**src/rtl/bit_serializer_pkg.sv**
```systemverilog
// Shared constants for the bit serializer: default word width, counter sizing
// and the two shifter states.
package bit_serializer_pkg;

    localparam int DEFAULT_WIDTH = 8;

    // Counter has to hold 0..WIDTH inclusive.
    localparam int CNT_W = $clog2(DEFAULT_WIDTH + 1);

    // Shifter states: IDLE while the counter is zero, SHIFT while bits remain.
    localparam logic S_IDLE  = 1'b0;
    localparam logic S_SHIFT = 1'b1;

    // Counter width for an arbitrary word width.
    function automatic int cnt_width(input int width);
        return $clog2(width + 1);
    endfunction

endpackage

```
**src/rtl/word_hold_reg.sv**
```systemverilog
// One-entry valid/ready holding register. Accepts a word when empty and
// releases it when the consumer takes it.
module word_hold_reg
    import bit_serializer_pkg::*;
#(
    parameter int WIDTH = DEFAULT_WIDTH
) (
    input  logic             clk,
    input  logic             reset,
    input  logic             in_valid,
    output logic             in_ready,
    input  logic [WIDTH-1:0] in_data,
    output logic             out_valid,
    input  logic             out_take,
    output logic [WIDTH-1:0] out_data
);

    logic             full_q;
    logic             full_d;
    logic [WIDTH-1:0] data_q;
    logic [WIDTH-1:0] data_d;

    // Ready depends only on the registered occupancy flag.
    assign in_ready  = ~full_q;
    assign out_valid = full_q;
    assign out_data  = data_q;

    // Next occupancy/data: a take empties the entry, a write fills it.
    // Take only happens when full and a write only when empty, so they never collide.
    always_comb begin
        full_d = full_q;
        data_d = data_q;
        if (out_take) begin
            full_d = 1'b0;
        end
        if (in_valid && !full_q) begin
            full_d = 1'b1;
            data_d = in_data;
        end
    end

    // Storage registers with asynchronous clear.
    always_ff @(posedge clk or posedge reset) begin
        if (reset) begin
            full_q <= 1'b0;
            data_q <= '0;
        end else begin
            full_q <= full_d;
            data_q <= data_d;
        end
    end

endmodule

```
**src/rtl/bit_serializer.sv**
```systemverilog
// Parallel-to-serial converter with a valid/ready word input and a one-word
// holding buffer so consecutive words stream without idle bits between them.
module bit_serializer
    import bit_serializer_pkg::*;
#(
    parameter int WIDTH     = DEFAULT_WIDTH,
    parameter bit MSB_FIRST = 1'b1,
    parameter bit IDLE_BIT  = 1'b0
) (
    input  logic             clk,
    input  logic             reset,
    input  logic [WIDTH-1:0] din,
    input  logic             din_valid,
    output logic             din_ready,
    output logic             dout,
    output logic             dout_valid,
    output logic             busy
);

    localparam int            CW       = cnt_width(WIDTH);
    localparam logic [CW-1:0] CNT_FULL = CW'(WIDTH);
    localparam logic [CW-1:0] CNT_ONE  = CW'(1);

    logic [WIDTH-1:0] sr_q;
    logic [WIDTH-1:0] sr_d;
    logic [CW-1:0]    cnt_q;
    logic [CW-1:0]    cnt_d;
    logic             state_q;
    logic             state_d;
    logic             dout_q;
    logic             dout_d;

    logic [WIDTH-1:0] sr_shift;
    logic             first_bit_d;
    logic             load_point;
    logic             accept;
    logic             hold_in_ready;
    logic             hold_in_valid;
    logic             hold_full;
    logic             hold_take;
    logic [WIDTH-1:0] hold_data;

    // Shift direction and the bit that will be presented next. The shifter
    // rotates rather than zero-fills: bits beyond the counter are never emitted.
    if (MSB_FIRST) begin : g_msb_first
        assign sr_shift    = {sr_q[WIDTH-2:0], sr_q[WIDTH-1]};
        assign first_bit_d = sr_d[WIDTH-1];
    end else begin : g_lsb_first
        assign sr_shift    = {sr_q[0], sr_q[WIDTH-1:1]};
        assign first_bit_d = sr_d[0];
    end

    // A load point is an idle edge or the edge on which the last bit leaves.
    assign load_point = (cnt_q == '0) || (cnt_q == CNT_ONE);
    assign din_ready  = hold_in_ready;
    assign accept     = din_valid & din_ready;

    // At a load point with the buffer empty the word bypasses the buffer
    // and goes straight into the shifter, so the buffer only fills mid-word.
    assign hold_in_valid = din_valid & ~load_point;
    assign hold_take     = load_point & hold_full;

    word_hold_reg #(
        .WIDTH(WIDTH)
    ) u_hold (
        .clk      (clk),
        .reset    (reset),
        .in_valid (hold_in_valid),
        .in_ready (hold_in_ready),
        .in_data  (din),
        .out_valid(hold_full),
        .out_take (hold_take),
        .out_data (hold_data)
    );

    // State register: shifter, counter, state and the registered serial output.
    always_ff @(posedge clk or posedge reset) begin
        if (reset) begin
            sr_q    <= '0;
            cnt_q   <= '0;
            state_q <= S_IDLE;
            dout_q  <= IDLE_BIT;
        end else begin
            sr_q    <= sr_d;
            cnt_q   <= cnt_d;
            state_q <= state_d;
            dout_q  <= dout_d;
        end
    end

    // Next-state logic: reload from buffer or input at a load point, else shift.
    always_comb begin
        sr_d  = sr_q;
        cnt_d = cnt_q;
        if (load_point) begin
            if (hold_full) begin
                sr_d  = hold_data;
                cnt_d = CNT_FULL;
            end else if (accept) begin
                sr_d  = din;
                cnt_d = CNT_FULL;
            end else begin
                sr_d  = '0;
                cnt_d = '0;
            end
        end else begin
            sr_d  = sr_shift;
            cnt_d = cnt_q - CNT_ONE;
        end
        state_d = (cnt_d != '0) ? S_SHIFT : S_IDLE;
    end

    // Output logic: compute next serial bit so dout comes straight from a flop.
    always_comb begin
        dout_d = (state_d == S_SHIFT) ? first_bit_d : IDLE_BIT;
    end

    assign dout       = dout_q;
    assign dout_valid = (state_q == S_SHIFT);
    assign busy       = (state_q == S_SHIFT) | hold_full;

endmodule

```
**config.mk**
```make
export PLATFORM = sky130hd
export DESIGN_NAME = bit_serializer
export DESIGN_NICKNAME = d
export VERILOG_FILES = /design/src/rtl/bit_serializer_pkg.sv /design/src/rtl/word_hold_reg.sv /design/src/rtl/bit_serializer.sv
export SDC_FILE = /design/constraint.sdc
export NUM_CORES = 1
export LEC_CHECK = 0
export ABC_AREA = 1
export BUFFER_PORTS_ARGS = -buffer_cell sky130_fd_sc_hd__buf_4
export CAP_MARGIN = 20
export CELL_PAD_IN_SITES_DETAIL_PLACEMENT = 1
export CELL_PAD_IN_SITES_GLOBAL_PLACEMENT = 2
export CORE_MARGIN = 2
export CORE_UTILIZATION = 30
export CTS_CLUSTER_SIZE = 12
export DETAILED_ROUTE_END_ITERATION = 16
export GPL_ROUTABILITY_DRIVEN = 0
export GPL_TIMING_DRIVEN = 0
export HOLD_SLACK_MARGIN = 0.15
export MAX_ROUTING_LAYER = met4
export PLACE_DENSITY_LB_ADDON = 0.1
export SLEW_MARGIN = 20
export SYNTH_ARGS = -nofsm -noshare
export SYNTH_HDL_FRONTEND = slang
export SYNTH_HIERARCHICAL = 1
export SYNTH_SLANG_ARGS = --single-unit
```
**constraint.sdc**
```tcl
create_clock -name clk -period 1.5 [get_ports clk]
set_clock_uncertainty 0.05 [all_clocks]
set_input_delay 0.15 -clock clk [delete_from_list [all_inputs] [get_ports clk]]
set_output_delay 0.15 -clock clk [all_outputs]
set_load 0.02 [all_outputs]
```
==> results of run 1 <==
==> logic make-up (layout without fill, tap and decap cells) <==
| family | Yosys count | in the layout | synth area share [%] |
|---|---|---|---|
| simple gates | 87 | 88 | 35.23 |
| flops | 23 | 23 | 50.33 |
| buf+inv | 22 | 60 | 8.862 |
| fa+ha+maj | 3 | 3 | 3.283 |
| compound gates | 3 | 3 | 2.298 |
==> flip-flops by register name (all words and copies together) (netlist names) <==
name / count
cnt_q: 4
u_hold/out_data: 8
sr_q: 8
dout_valid: 1
dout: 1
u_hold/out_valid: 1
==> power by group through the flow <==
stage               clock, W  combinational [W]  sequential, W
floorplan                  0            0.00104        0.00105
global placement           0            0.00138        0.00107
detailed placement         0            0.00141        0.00107
CTS                 0.000400            0.00168        0.00108
global route        0.000431            0.00218        0.00111
finish              0.000380            0.00197        0.00108
==> path summary, 6_finish.rpt <==
check,startpoint,endpoint,slack (ns),cells past startpoint
setup / recovery,cnt_q[0],u_hold/out_data[1],-0.05,10
hold / removal,din_valid,sr_q[2],0.33,5
setup reg to reg,cnt_q[0],u_hold/out_data[1],-0.05,10
hold reg to reg,sr_q[5],sr_q[6],0.43,2
max in group asynchronous,reset,cnt_q[0],0.57,3
min in group asynchronous,reset,u_hold/out_data[2],0.38,3
==> what timing repair did <==
item,4_1_cts,5_1_grt
hold buffers,9,0
setup endpoints to repair,18,18
cloned,0,1
hold endpoints to repair,38,0
setup buffers,5,6
gates resized for setup,15,15
pin swaps,13,10
==> final cells by class <==
cell class	instances	area, µm²	share of cell area, %
inverters	19	71.32	4.273
clock inverters	1	5.005	0.2999
repair buffers	34	290.3	17.39
multi-input cells	94	589.3	35.31
well taps	48	60.06	3.598
plain buffers	3	33.78	2.024
clock buffers	3	41.29	2.474
flip-flops and latches	23	578.1	34.63
==> stage by stage <==
step	hold WS [ns]	area (µm²)	cells
6_report	0.3305	1669	225
5_1_grt	0.3550	1669	225
4_1_cts	0.3670	1572	218
3_5_place_dp	0.1200	1316	200
3_3_place_gp	0.1165	1316	200
2_1_floorplan	-0.07208	1151	138
==> layer usage <==
| metal | routed length, µm | vias to the layer above | global-route usage, % |
|---|---|---|---|
| met4 | 14 | 0 | 3.906 |
| met5 | 0 | - | - |
| met3 | 76 | 2 | 3.596 |
| li1 | - | 503 | - |
| met1 | 1274 | 506 | 16.97 |
| met2 | 1754 | 12 | 30.05 |
==> cells in the mapped netlist <==
master	count	area share [%]
nand2_1	46	15
dfrtp_1	23	50
nand3_1	23	10
inv_1	16	5.3
nor2_1	7	2.3
nor2_2	4	2.2
ha_1	3	3.3
inv_2	3	0.98
buf_6	2	2.0
nand2_4	2	2.0
o21ai_2	2	1.5
a21oi_2	1	0.77
buf_4	1	0.66
nand2_2	1	0.55
nand3_2	1	0.88
nand3b_1	1	0.66
nor2_4	1	0.98
or2_2	1	0.55
==> worst reg2reg max path, delay by kind of cell, from the launching register on <==
kind | cells | cell delay (ns)
buffers and inverters | 4 | 0.45
flip-flops | 1 | 0.42
AND/OR/NAND/NOR | 5 | 0.41
adder cells (fa/ha/maj) | 1 | 0.17
==> impl_metrics.ini, run 1 <==
[worst_setup_path]
start_kind = register
end_kind = register
crit_chain = inv_2, ha_4, nor2_4, nor2_4, buf_6, nor2_4, buf_6, buf_12, nand3_2, nand2_1
crit_path_max_fanout = 7
crit_arrival_ns = 1.69
criticalPathCategory = reg2reg
crit_buf_inv = 4
critPathTopFamily = buffers and inverters
required_ns = 1.65
slowest_stage = dfrtp_2
critical_path.most_common_cell = nor2_4
max_stage_delay_ns = 0.42

[detailed_routing]
vias = 1023
wl_mm = 3.119
wl_per_cell_um = 13.86
via_per_inst = 4.547
drt-pass1-iter-count = 4
drc = 0
drt-initial-drc-count = 25
ant_nets = 0

[timing]
finalSetupTns_ns = -0.2503
setup_viol = 8
worstMarginPinSlew_ns = 0.5434
setup_ws_ns = -0.04507
rsz0062_at_grt = yes
slew_viol_final = 0
period_share_pct = 103.0
final_hold_viol_count = 0
fmax_ghz = 0.6472
max_slew_margin_pct = 63.74
fin_crit_ns = 1.545

[layout]
layout_commonest_cell = nand2_1
mostFrequentLayoutCells = nand2_1 (38), buf_4 (24), dfrtp_1 (21)
drive_gt1_share_pct = 41.24
fin_util_pct = 45.59
fillers = 447
diodes = 0
area_growth_pct = 45.95
nets = 192

[floorplanning]
die_h_um = 65.74
std_cell_rows = 22
ios = 15
fp.dieArea_mm2 = 0.004322
die_x_um = 65.74
core_mm2 = 0.003661
start_util_pct = 31.24

[pwr]
swShare_pct = 43.93
leakage_nw = 0.8434
power_frac_clock_pct = 11.1
seq_power_share_pct = 31.5
p_total_w = 0.003431
p_int_w = 0.001924
p_per_area_mw_per_mm2 = 2055
irDropWorstVdd_mv = 0.6729
p_comb_share_pct = 57.4
switchingPower_w = 0.001507

[synth]
synth_cell_types = 18
netlist_area_mm2 = 0.001144
synth-seq-cells = 23
netlist_instances = 138
yosysWarnings = 6
synth_area_per_cell_um2 = 8.287
synth-seq-area-share_pct = 50.33
synthesis.nets = 152

[grt]
grt_first_pass_wirelength_mm = 4.968
grt_usage_pct = 16.05
grt_max_degree = 15
grt.overflow.total = 0
grt_pass1_vias = 1028
antenna_found_initial = 0

[cts]
clock-sinks = 23
root_buffer = clkbuf_8
numCtsBuffers = 3
clk_latency_ns = 0.26
clk_path_buf_depth = 2
htreeDepth = 1
tritoncts = done
cts.clk_slew.worst_paths_ns = 0.08

[placement]
hpwl_mm = 1.974
detailedPlace.worstSlack_ns = -0.2211
port_buffers = 14

[hold_path]
hold_class = in2reg

[status]
violations = setup timing
outcome = finished with violations

[flow_run]
drv_cap = 0
Power figures use the tool's default switching activity.
==> run 2: changes to the inputs <==
PLACE_DENSITY = 0.72   (was not set)
PLACE_DENSITY_LB_ADDON = not set   (was 0.1)
==> impl_metrics.ini, run 2 (same netlist as run 1, synthesis figures left out) <==
[detailed_routing]
drc = 0
via_per_inst = 4.554
drt-pass1-iter-count = 4
ant_nets = 0
wl_mm = 2.944
wl_per_cell_um = 13.26
drt-initial-drc-count = 43
vias = 1011

[hold_path]
hold_class = in2reg
worstHoldPathCells = 5
min_from = din_valid
min_to = sr_q[3]

[floorplanning]
std_cell_rows = 22
die_h_um = 65.74
ios = 15
core_mm2 = 0.003661
fp.dieArea_mm2 = 0.004322
start_util_pct = 31.24
die_x_um = 65.74

[cts]
clk_latency_ns = 0.27
htreeDepth = 1
cts.clk_slew.worst_paths_ns = 0.09
root_buffer = clkbuf_8
tritoncts = done
clk_path_buf_depth = 2
numCtsBuffers = 3
clock-sinks = 23

[layout]
nets = 189
fin_area_mm2 = 0.001668
seq_area_um2 = 578.1
drive_gt1_share_pct = 40.23
mostFrequentLayoutCells = nand2_1 (39), dfrtp_1 (21), buf_4 (21)
layout_commonest_cell = nand2_1
diodes = 0
multi_input_area_um2 = 588.1
fillers = 419
area_growth_pct = 45.84

[timing]
fmax_ghz = 0.6704
max_slew_margin_pct = 62.99
slew_viol_final = 0
final_hold_viol_count = 0
setup_ws_ns = 0.008300
setup_viol = 0
fin_crit_ns = 1.492
finalSetupTns_ns = 0
worstMarginPinSlew_ns = 0.5545
period_share_pct = 99.45
rsz0062_at_grt = yes

[placement]
detailedPlace.worstSlack_ns = -0.2219
placed_cell_area_mm2 = 0.001316
port_buffers = 14
hpwl_mm = 1.953

[worst_setup_path]
start_kind = register
required_ns = 1.66
end_kind = register
r2r_start = cnt_q[0]
criticalPathCategory = reg2reg
rr_endpoint = u_hold/out_data[4]
crit_arrival_ns = 1.66
crit_path_max_fanout = 7
rr_worst_depth = 9
rrSetupSlack_ns = 0.008

[pwr]
leakage_nw = 0.8253
p_total_w = 0.003393
p_per_area_mw_per_mm2 = 2034
irDropWorstVdd_mv = 0.6399

[grt]
grt.overflow.total = 0
grt_usage_pct = 16.03
grt_max_degree = 15
grt_pass1_vias = 1084
antenna_found_initial = 0
grt_first_pass_wirelength_mm = 5.119

[status]
outcome = finished, final reports clean

[flow_run]
drv_cap = 0
==> run 2: where the power goes <==
group / leakage [nW] / switching (W) / total [W] / internal, W
combinational: 0.520 / 0.00110 / 0.00192 / 0.000816
sequential: 0.283 / 0.000184 / 0.00108 / 0.000898
clock: 0.0217 / 0.000208 / 0.000396 / 0.000188
==> run 2: through the flow <==
stage | hold WS [ns] | cells | utilization [%]
detailed placement | 0.1395 | 200 | 35.95
global route | 0.3472 | 222 | 45.56
finish | 0.3125 | 222 | 45.56
CTS | 0.3571 | 219 | 43.68
floorplan | -0.07208 | 138 | -
global placement | 0.1229 | 200 | 35.95
==> run 2: worst max path at each step <==
stage | from | to | slack [ns] | depth (start not counted)
floorplan | cnt_q[0] | u_hold/out_data[0] | 0.004 | 10
global placement | cnt_q[0] | u_hold/out_data[7] | -0.18 | 10
detailed placement | cnt_q[0] | u_hold/out_data[4] | -0.22 | 10
CTS | cnt_q[0] | u_hold/out_data[0] | -0.03 | 10
global route | cnt_q[0] | u_hold/out_data[0] | -0.08 | 10
finish | cnt_q[0] | u_hold/out_data[4] | 0.008 | 9
==> run 2: critical path, cell delays in order, from the launching register on <==
cell     delay (ns)
dfrtp_2        0.45
ha_4           0.18
nor2_4         0.13
nor2_4         0.04
buf_6          0.11
nor2_4         0.07
buf_6          0.13
buf_12         0.13
nand3_2        0.08
nand2_2        0.07
==> run 2: cell type report <==
| cell class | instances | share of cell area [%] |
|---|---|---|
| sequential | 23 | 34.66 |
| clock inverter | 1 | 0.4501 |
| buffer | 3 | 2.251 |
| multi-input combinational | 93 | 35.26 |
| tap | 48 | 3.601 |
| clock buffer | 3 | 2.476 |
| timing repair buffer | 32 | 16.73 |
| inverter | 19 | 4.576 |
==> run 2: metal layers <==
| layer | vias up | track usage (%) | routed length (µm) |
|---|---|---|---|
| met3 | 7 | 2.568 | 73 |
| met1 | 492 | 21.15 | 1388 |
| met5 | - | - | 0 |
| met2 | 17 | 25.76 | 1414 |
| met4 | 0 | 4.167 | 68 |
| li1 | 495 | - | - |
==> run 2: repair_timing <==
action	4_1_cts	5_1_grt
hold buffers	9	0
pin swaps	13	9
resized for setup	19	15
endpoints found under the hold margin	38	0
setup buffers	6	3
endpoints found under the setup margin	18	20
